==> src/rtl/fetch_queue_pkg.sv <==
// Shared sizes and the queue entry type for the fetch->decode instruction buffer.
package cpu_sizes;
    localparam int INSTR_WINDOW = 2;
    localparam int XLEN         = 32;
    localparam int POP_W        = $clog2(INSTR_WINDOW + 1);

    typedef struct packed {
        logic [XLEN-1:0] pc;
        logic [XLEN-1:0] instr;
    } fq_entry_t;
endpackage

==> src/rtl/fetch_queue_compact.sv <==
// Squeezes the masked slots of one fetch window into consecutive entries, oldest first.
module fq_compact
    import cpu_sizes::*;
(
    input  logic      [INSTR_WINDOW-1:0]            mask_i,
    input  logic      [INSTR_WINDOW-1:0][XLEN-1:0]  pc_i,
    input  logic      [INSTR_WINDOW-1:0][XLEN-1:0]  instr_i,
    output fq_entry_t [INSTR_WINDOW-1:0]            entries_o,
    output logic      [POP_W-1:0]                   count_o
);

    logic [POP_W-1:0] slot;

    // Each valid slot lands at the next free output position, keeping program order.
    always_comb begin
        entries_o = '0;
        slot      = '0;
        for (int i = 0; i < INSTR_WINDOW; i++) begin
            if (mask_i[i]) begin
                for (int j = 0; j < INSTR_WINDOW; j++) begin
                    if (slot == POP_W'(j)) begin
                        entries_o[j].pc    = pc_i[i];
                        entries_o[j].instr = instr_i[i];
                    end
                end
                slot = slot + POP_W'(1);
            end
        end
        count_o = slot;
    end

endmodule

==> src/rtl/fetch_queue.sv <==
// Circular instruction buffer between fetch and decode; push a compacted window,
// pop up to INSTR_WINDOW oldest entries, flush on redirect.
module fetch_queue
    import cpu_sizes::*;
#(
    parameter int DEPTH = 4
) (
    input  logic                                CLK,
    input  logic                                RESET_N,
    input  logic                                FQ_IN_VALID,
    input  logic [INSTR_WINDOW-1:0]             FQ_IN_MASK,
    input  logic [INSTR_WINDOW-1:0][XLEN-1:0]   FQ_IN_PC,
    input  logic [INSTR_WINDOW-1:0][XLEN-1:0]   FQ_IN_INSTR,
    output logic                                FQ_IN_READY,
    input  logic                                FLUSH,
    output logic [INSTR_WINDOW-1:0]             DEC_VALID,
    output logic [INSTR_WINDOW-1:0][XLEN-1:0]   DEC_PC,
    output logic [INSTR_WINDOW-1:0][XLEN-1:0]   DEC_INSTR,
    input  logic [POP_W-1:0]                    DEC_POP,
    output logic [$clog2(DEPTH+1)-1:0]          FQ_COUNT
);

    localparam int PTR_W = $clog2(DEPTH);
    localparam int CNT_W = $clog2(DEPTH + 1);

    fq_entry_t                      entries_q [DEPTH];
    logic      [PTR_W-1:0]          head_q, head_d, tail_q, tail_d;
    logic      [CNT_W-1:0]          count_q, count_d;
    logic      [CNT_W-1:0]          popReq, effPop, pushCnt;
    fq_entry_t [INSTR_WINDOW-1:0]   packedWin;
    logic      [POP_W-1:0]          winCnt;
    logic                           pushFire;

    fq_compact uCompact (
        .mask_i    (FQ_IN_MASK),
        .pc_i      (FQ_IN_PC),
        .instr_i   (FQ_IN_INSTR),
        .entries_o (packedWin),
        .count_o   (winCnt)
    );

    // Ready looks only at registered occupancy, so a same-cycle pop never grants space.
    assign FQ_IN_READY = (count_q <= CNT_W'(DEPTH - INSTR_WINDOW));
    assign pushFire    = FQ_IN_VALID && FQ_IN_READY && !FLUSH;
    assign popReq      = CNT_W'(DEC_POP);
    assign effPop      = (popReq > count_q) ? count_q : popReq;
    assign pushCnt     = pushFire ? CNT_W'(winCnt) : '0;
    assign FQ_COUNT    = count_q;

    always_comb begin
        head_d  = head_q;
        tail_d  = tail_q;
        count_d = count_q;
        if (FLUSH) begin
            head_d  = '0;
            tail_d  = '0;
            count_d = '0;
        end else begin
            head_d  = head_q + PTR_W'(effPop);
            tail_d  = tail_q + PTR_W'(pushCnt);
            count_d = count_q + pushCnt - effPop;
        end
    end

    always_ff @(posedge CLK or negedge RESET_N) begin
        if (!RESET_N) begin
            head_q  <= '0;
            tail_q  <= '0;
            count_q <= '0;
        end else begin
            head_q  <= head_d;
            tail_q  <= tail_d;
            count_q <= count_d;
        end
    end

    always_ff @(posedge CLK or negedge RESET_N) begin
        if (!RESET_N) begin
            for (int k = 0; k < DEPTH; k++) begin
                entries_q[k] <= '0;
            end
        end else if (pushFire) begin
            for (int j = 0; j < INSTR_WINDOW; j++) begin
                if (POP_W'(j) < winCnt) begin
                    entries_q[tail_q + PTR_W'(j)] <= packedWin[j];
                end
            end
        end
    end

    // Head read mux; DEC_* reflect registered state only.
    always_comb begin
        DEC_VALID = '0;
        DEC_PC    = '0;
        DEC_INSTR = '0;
        for (int i = 0; i < INSTR_WINDOW; i++) begin
            DEC_VALID[i] = (CNT_W'(i) < count_q);
            DEC_PC[i]    = entries_q[head_q + PTR_W'(i)].pc;
            DEC_INSTR[i] = entries_q[head_q + PTR_W'(i)].instr;
        end
    end

    always_ff @(posedge CLK) begin
        if (RESET_N && !FLUSH) begin
            assert (popReq <= count_q)
            else $warning("fetch_queue: DEC_POP %0d exceeds occupancy %0d, clamped", popReq, count_q);
        end
    end

endmodule

==> config.mk <==
export PLATFORM = sky130hd
export DESIGN_NAME = fetch_queue
export DESIGN_NICKNAME = d
export VERILOG_FILES = /design/src/rtl/fetch_queue_pkg.sv /design/src/rtl/fetch_queue_compact.sv /design/src/rtl/fetch_queue.sv
export SDC_FILE = /design/constraint.sdc
export NUM_CORES = 1
export LEC_CHECK = 0
export CORE_MARGIN = 5
export CORE_UTILIZATION = 49
export DETAILED_ROUTE_END_ITERATION = 10
export GPL_ROUTABILITY_DRIVEN = 0
export GPL_TIMING_DRIVEN = 0
export PLACE_DENSITY = 0.78
export SETUP_SLACK_MARGIN = 0.4
export SLEW_MARGIN = 25
export SYNTH_ARGS = -nofsm -noshare
export SYNTH_HDL_FRONTEND = slang
export SYNTH_SLANG_ARGS = --single-unit
==> constraint.sdc <==
create_clock -name CLK -period 2.8 [get_ports CLK]
set_input_delay 0.56 -clock CLK [delete_from_list [all_inputs] [get_ports CLK]]
set_output_delay 0.56 -clock CLK [all_outputs]
set_load 0.1 [all_outputs]
==> results of run 1 <==
critical path, cell delays in order, from the launching register on:
cell     delay, ns
dfrtp_2       0.45
buf_6         0.20
buf_12        0.19
mux4_2        0.58
buf_6         0.21
metal layers:
metal | vias to the layer above | share of wire
met5 | - | 0
met4 | 0 | 0.076
met3 | 446 | 0.16
li1 | 6054 | -
met1 | 7839 | 0.33
met2 | 1716 | 0.44
worst max path at each step:
stage | to | slack, ns | cells past startpoint
6_report | DEC_INSTR[63] | 0.02 | 4
5_1_grt | FQ_COUNT[2] | -0.01 | 12
4_1_cts | DEC_INSTR[15] | 0.04 | 4
3_5_place_dp | entries_q[88] | -0.96 | 9
3_3_place_gp | FQ_COUNT[0] | -12.20 | 1
2_1_floorplan | FQ_COUNT[2] | 0.04 | 12
logic make-up after synthesis:
logic type / count (synthesis) / synth area share
multiplexers: 132 / 0.186
AND/OR/NAND/NOR: 142 / 0.0474
adder cells (fa/ha/maj): 11 / 0.00921
flip-flops: 263 / 0.418
buffers and inverters: 168 / 0.0515
AO/OA/AOI/OAI: 570 / 0.285
XOR/XNOR: 5 / 0.00278
synthesized netlist by cell type, drive strengths merged, types with 7 or more instances:
master / number / area share
a22oi: 213 / 0.10
buf: 99 / 0.035
inv: 11 / 0.0028
o31ai: 7 / 0.0033
a22o: 58 / 0.032
dfrtp: 263 / 0.42
and2: 8 / 0.0032
mux4: 128 / 0.18
ha: 10 / 0.0079
clkbuf: 58 / 0.014
o21ai: 21 / 0.0071
nor2b: 9 / 0.0036
nor3: 23 / 0.0098
nor2: 8 / 0.0021
a21oi: 15 / 0.0052
o22a: 156 / 0.087
o22ai: 68 / 0.027
nand2: 72 / 0.018
a221o: 18 / 0.011
registers in the layout, summed over array words and instances, names as in the netlist:
name       cells
head_q         2
entries_q    256
tail_q         2
FQ_COUNT       3
what timing repair did:
action	in CTS	in global routing
cloned	0	3
gates resized for setup	944	194
hold endpoints to repair	34	0
hold buffers	1	0
pin swaps	1	11
endpoints found under the setup margin	392	392
buffers inserted	0	29
through the flow:
step	hold slack, ns	TNS, ns
finish	0.295	0
global route	0.330	-0.0104
CTS	0.288	0
detailed placement	0.462	-274.85
global placement	0.487	-2978.13
floorplan	0.264	0
cell type report:
type                            instances  area [um2]  area share
Multi-Input combinational cell        860        8530       0.402
Sequential cell                       263        6590       0.311
Buffer                                157        1180      0.0556
Inverter                               11        50.0     0.00236
Timing Repair Buffer                  304        3330       0.157
Clock buffer                           44         882      0.0416
Clock inverter                          8         130     0.00614
Tap cell                              402         503      0.0237
==> results by group, run 1 <==
GRT
  – Largest net degree at the start of global routing: 87
  – GRT overflow: 0
  – Vias in the first global route: 16100
  – Tot GR Track Use: 0.356
  – M3 GR Usage: 0.133
  – First-pass GRT wire length: 98000 um
  – Initial antenna violation count: 0
  – Busiest metal layer after global routing: met2
  – GR Layer Usage met2: 0.533
  – Met1 Use GR: 0.448

Die
  – Die area: 35800 um2
  – Die Y: 189 um
  – Row Count: 65
  – # IOs: 270
  – Initial core utilization: 0.498
  – Die W: 189 um
  – Core ar.: 31600 um2

Setup path
  – Capturing point of the worst reg2reg path: FQ_COUNT[2]
  – Crit path from: head_q[0]
  – R2R depth: 12
  – CP Capture Type: output port
  – Worst EP required: 2.24 ns
  – CP Class: reg2out
  – Reg2reg setup slack: 0.09 ns
  – Worst EP arrival: 2.22 ns
  – Critical R2R Launch: FQ_COUNT[1]
  – Crit path launch type: flop
  – Crit path max fanout: 10

Finish
  – Nets: 1773
  – Fill cells: 2205
  – Commonest non-fill, non-tap cell in the layout: dfrtp_1
  – Most frequent cells in the layout: 259 x dfrtp_1, 210 x a22oi_1, 156 x o22a_1
  – Non-Filler Instances: 2049
  – Antenna diodes: 0
  – Share of cells above drive strength 1: 0.310
  – Layout area overhead: 34.5%
  – Design area: 21200 um2
  – Layout Utilization: 0.670

Hold path
  – WHS Endpoint: FQ_COUNT[1]
  – Worst min path class: in2reg
  – Hold Crit Depth: 2
  – Min-delay src: FLUSH

Synth
  – Post-Syn Instances: 1291
  – Mapped cell area: 15800 um2
  – Mean post-synth cell area: 12.2 um2
  – Asr flop ratio synth: 1.00
  – Post-synth cell types: 59
  – Post-Synthesis Net Count: 1438
  – Most used DFF post-synth: dfrtp_1
  – Synth warn: 0
  – Register area share after synthesis: 0.418
  – Number of synthesized flops with an enable pin: 0
  – Post-synthesis register bit count: 263

Placement
  – Inst Count DP: 1964
  – Post-Place Setup Slack: -0.961 ns
  – IO buf count: 268
  – Post-place instance area: 19100 um2
  – Detailed Place HPWL: 46200 um

Status
  – Status: finished clean

Drt
  – Routed Antenna Nets: 0
  – DR vias/cell: 7.84
  – Final wirelength: 67900 um
  – TritonRoute pass-1 iters: 7
  – Starting DRT DRC Count: 2853
  – Vias: 16100
  – Drt drc: 0
  – Wire length per cell: 33.2 um

Clock tree
  – H-tree depth: 1
  – CTS tree: built
  – Clk root buf: clkbuf_16
  – Clock latency on the worst-skew pair: 0.57 ns
  – Max Buffers Root-to-Sink: 3
  – Inserted Clock Buffers: 29
  – Clock sink count: 263
  – Clk slew on worst S/H paths: 0.06 ns

Timing
  – RSZ-0062 raised after global routing: true
  – Slew Viols, Final: 0
  – Fmax: 360 MHz
  – Slew @ Worst Pin: 1.09 ns
  – Minimum clock period: 2.78 ns
  – Fin crit share: 0.993
  – Final setup fails: 0
  – Worst setup margin: 0.0202 ns
  – Fin. Hold Viols: 0
  – Max_slew headroom: 0.275
  – Layout Skew: 0.00855 ns

Job
  – Max cap viols: 0
Power of run 1 is not shown: default switching activity piles up to over one toggle a cycle in this logic, so the estimate is an artifact.
==> run 2: changes to the inputs <==
- CORE_ASPECT_RATIO: unset -> 1.75
- MAX_ROUTING_LAYER: unset -> met4
==> results by group, run 2 (synthesized netlist as in run 1, its figures left out) <==
Setup path
  – R2R depth: 12 (unchanged)
  – CP max-delay cell: mux4_2
  – Worst EP required: 2.24 ns (about the same)
  – CP Capture Type: output port
  – Crit path max fanout: 10 (unchanged)
  – Cells along the critical path: clkbuf_16 > buf_8 > mux4_2 > buf_6
  – Crit path launch type: flop
  – Worst EP arrival: 2.22 ns (about the same)
  – CP Class: reg2out
  – Crit path largest cell delay: 0.60 ns (+0.02 ns)

Clock tree
  – Max Buffers Root-to-Sink: 3 (unchanged)
  – Clk slew on worst S/H paths: 0.06 ns (about the same)
  – Clock latency on the worst-skew pair: 0.56 ns (about the same)
  – Inserted Clock Buffers: 25 (-14%)
  – Clk root buf: clkbuf_16
  – CTS tree: built
  – Clock sink count: 263 (unchanged)
  – H-tree depth: 1 (unchanged)

Die
  – Row Count: 87 (+34%)
  – Initial core utilization: 0.492 (-0.00570)
  – Core ar.: 32000 um2 (+1.2%)
  – Die W: 146 um (-23%)
  – Die Y: 247 um (+31%)
  – Die area: 36000 um2 (+0.39%)
  – # IOs: 270 (unchanged)

GRT
  – Initial antenna violation count: 4 (+4)
  – First-pass GRT wire length: 105000 um (+6.8%)
  – Vias in the first global route: 16500 (+1.9%)
  – Largest net degree at the start of global routing: 91 (+4.6%)
  – Tot GR Track Use: 0.398 (+0.0424)
  – GRT overflow: 0 (unchanged)

Finish
  – Share of cells above drive strength 1: 0.308 (-0.00186)
  – Commonest non-fill, non-tap cell in the layout: dfrtp_1
  – Max FFs per register: 256 (unchanged)
  – Fill cells: 2366 (+7.3%)
  – Nets: 1761 (-0.68%)
  – Layout area overhead: 32.1%
  – Layout Utilization: 0.650 (-0.0195)
  – Top reg by flops: entries_q
  – Most frequent cells in the layout: 259 x dfrtp_1, 213 x a22oi_1, 156 x o22a_1

Timing
  – Fin. Hold Viols: 0 (unchanged)
  – Minimum clock period: 2.78 ns (+0.000544 ns)
  – RSZ-0062 raised after global routing: true
  – Slew Viols, Final: 0 (unchanged)
  – Slew @ Worst Pin: 1.18 ns (+0.0927 ns)
  – Fin crit share: 0.993 (about the same)
  – Max_slew headroom: 0.213 (-0.0618)
  – Final setup fails: 0 (unchanged)
  – Layout Skew: 0.0112 ns (+0.00270 ns)
  – Fmax: 360 MHz (about the same)

Drt
  – DR vias/cell: 7.91 (+0.95%)
  – Routed Antenna Nets: 0 (unchanged)
  – Drt drc: 0 (unchanged)
  – Final wirelength: 72300 um (+6.4%)
  – Vias: 16100 (+0.26%)
  – TritonRoute pass-1 iters: 6 (-1)
  – Wire length per cell: 35.5 um (+7.1%)
  – Starting DRT DRC Count: 2444 (-14%)

Placement
  – Detailed Place HPWL: 48800 um (+5.7%)
  – IO buf count: 268 (unchanged)

Status
  – Status: finished clean

Hold path
  – Hold Crit Depth: 2 (unchanged)
  – Worst min path class: in2reg

Job
  – Max cap viols: 0 (unchanged)
[run 2: cell types whose count changed in the layout (fill, tap and decap cells not counted), moves of 4 or more]
| cell | delta |
|---|---|
| buf_2 | +5 |
| diode_2 | +4 |
| clkbuf_1 | -7 |
| buf_12 | -10 |
| buf_6 | -5 |
| clkbuf_16 | -6 |
| clkbuf_2 | +4 |
| buf_8 | -12 |
| buf_4 | +11 |
| clkbuf_4 | +5 |
[run 2: metal layers]
metal | part of all wire | track usage | routed length (um) | vias to the layer above
li1 | - | - | - | 6031
met1 | 0.30 | 0.433 | 21600 | 7828
met2 | 0.45 | 0.587 | 32300 | 1667
met3 | 0.13 | 0.117 | 9710 | 571
met4 | 0.12 | 0.361 | 8590 | 0
met5 | 0 | - | 0 | -
[run 2: critical path: cells and delay by family (launching register included)]
| kind | cells | cell delay [ns] |
|---|---|---|
| buf+inv | 3 | 0.65 |
| flops | 1 | 0.40 |
| mux | 1 | 0.60 |
[run 2: final timing paths]
| check | startpoint | to | slack, ns |
|---|---|---|---|
| max in group asynchronous | RESET_N | entries_q[158] | 1.11 |
| setup reg to reg | FQ_COUNT[1] | FQ_COUNT[2] | 0.16 |
| hold / removal | FLUSH | head_q[0] | 0.33 |
| hold reg to reg | entries_q[221] | entries_q[221] | 0.53 |
| min in group asynchronous | RESET_N | entries_q[4] | 0.52 |
| setup / recovery | head_q[0] | DEC_INSTR[63] | 0.02 |
[run 2: final cells by class]
type	instances	area (um2)	area share
Tap cell	400	500	0.0240
Multi-Input combinational cell	861	8560	0.411
Inverter	11	52.6	0.00252
Antenna cell	4	10.0	0.000481
Buffer	157	1160	0.0558
Clock buffer	37	741	0.0356
Timing Repair Buffer	295	3040	0.146
Sequential cell	263	6590	0.317
Clock inverter	7	160	0.00770
[run 2: repair_timing]
item / CTS / global route
hold buffers: 1 / 0
cloned: 0 / 1
pin swaps: 3 / 13
buffers inserted: 11 / 12
endpoints found under the setup margin: 394 / 393
gates resized for setup: 908 / 147
endpoints found under the hold margin: 33 / 0
[run 2: metrics by stage]
stage / cell area [um2] / cells / hold slack [ns] / worst slack [ns] / TNS [ns]
final: 20800 / 2035 / 0.327 / 0.0197 / 0
after global placement: 19000 / 1959 / 0.485 / -11.93 / -2986.93
after floorplan: 15800 / 1291 / 0.264 / 0.0389 / 0
after detailed placement: 19100 / 1962 / 0.502 / -1.15 / -352.19
after global routing: 20800 / 2035 / 0.343 / 0.000933 / 0
after CTS: 20300 / 2018 / 0.312 / 0.0148 / 0
Power of run 2 is left out for the same reason.
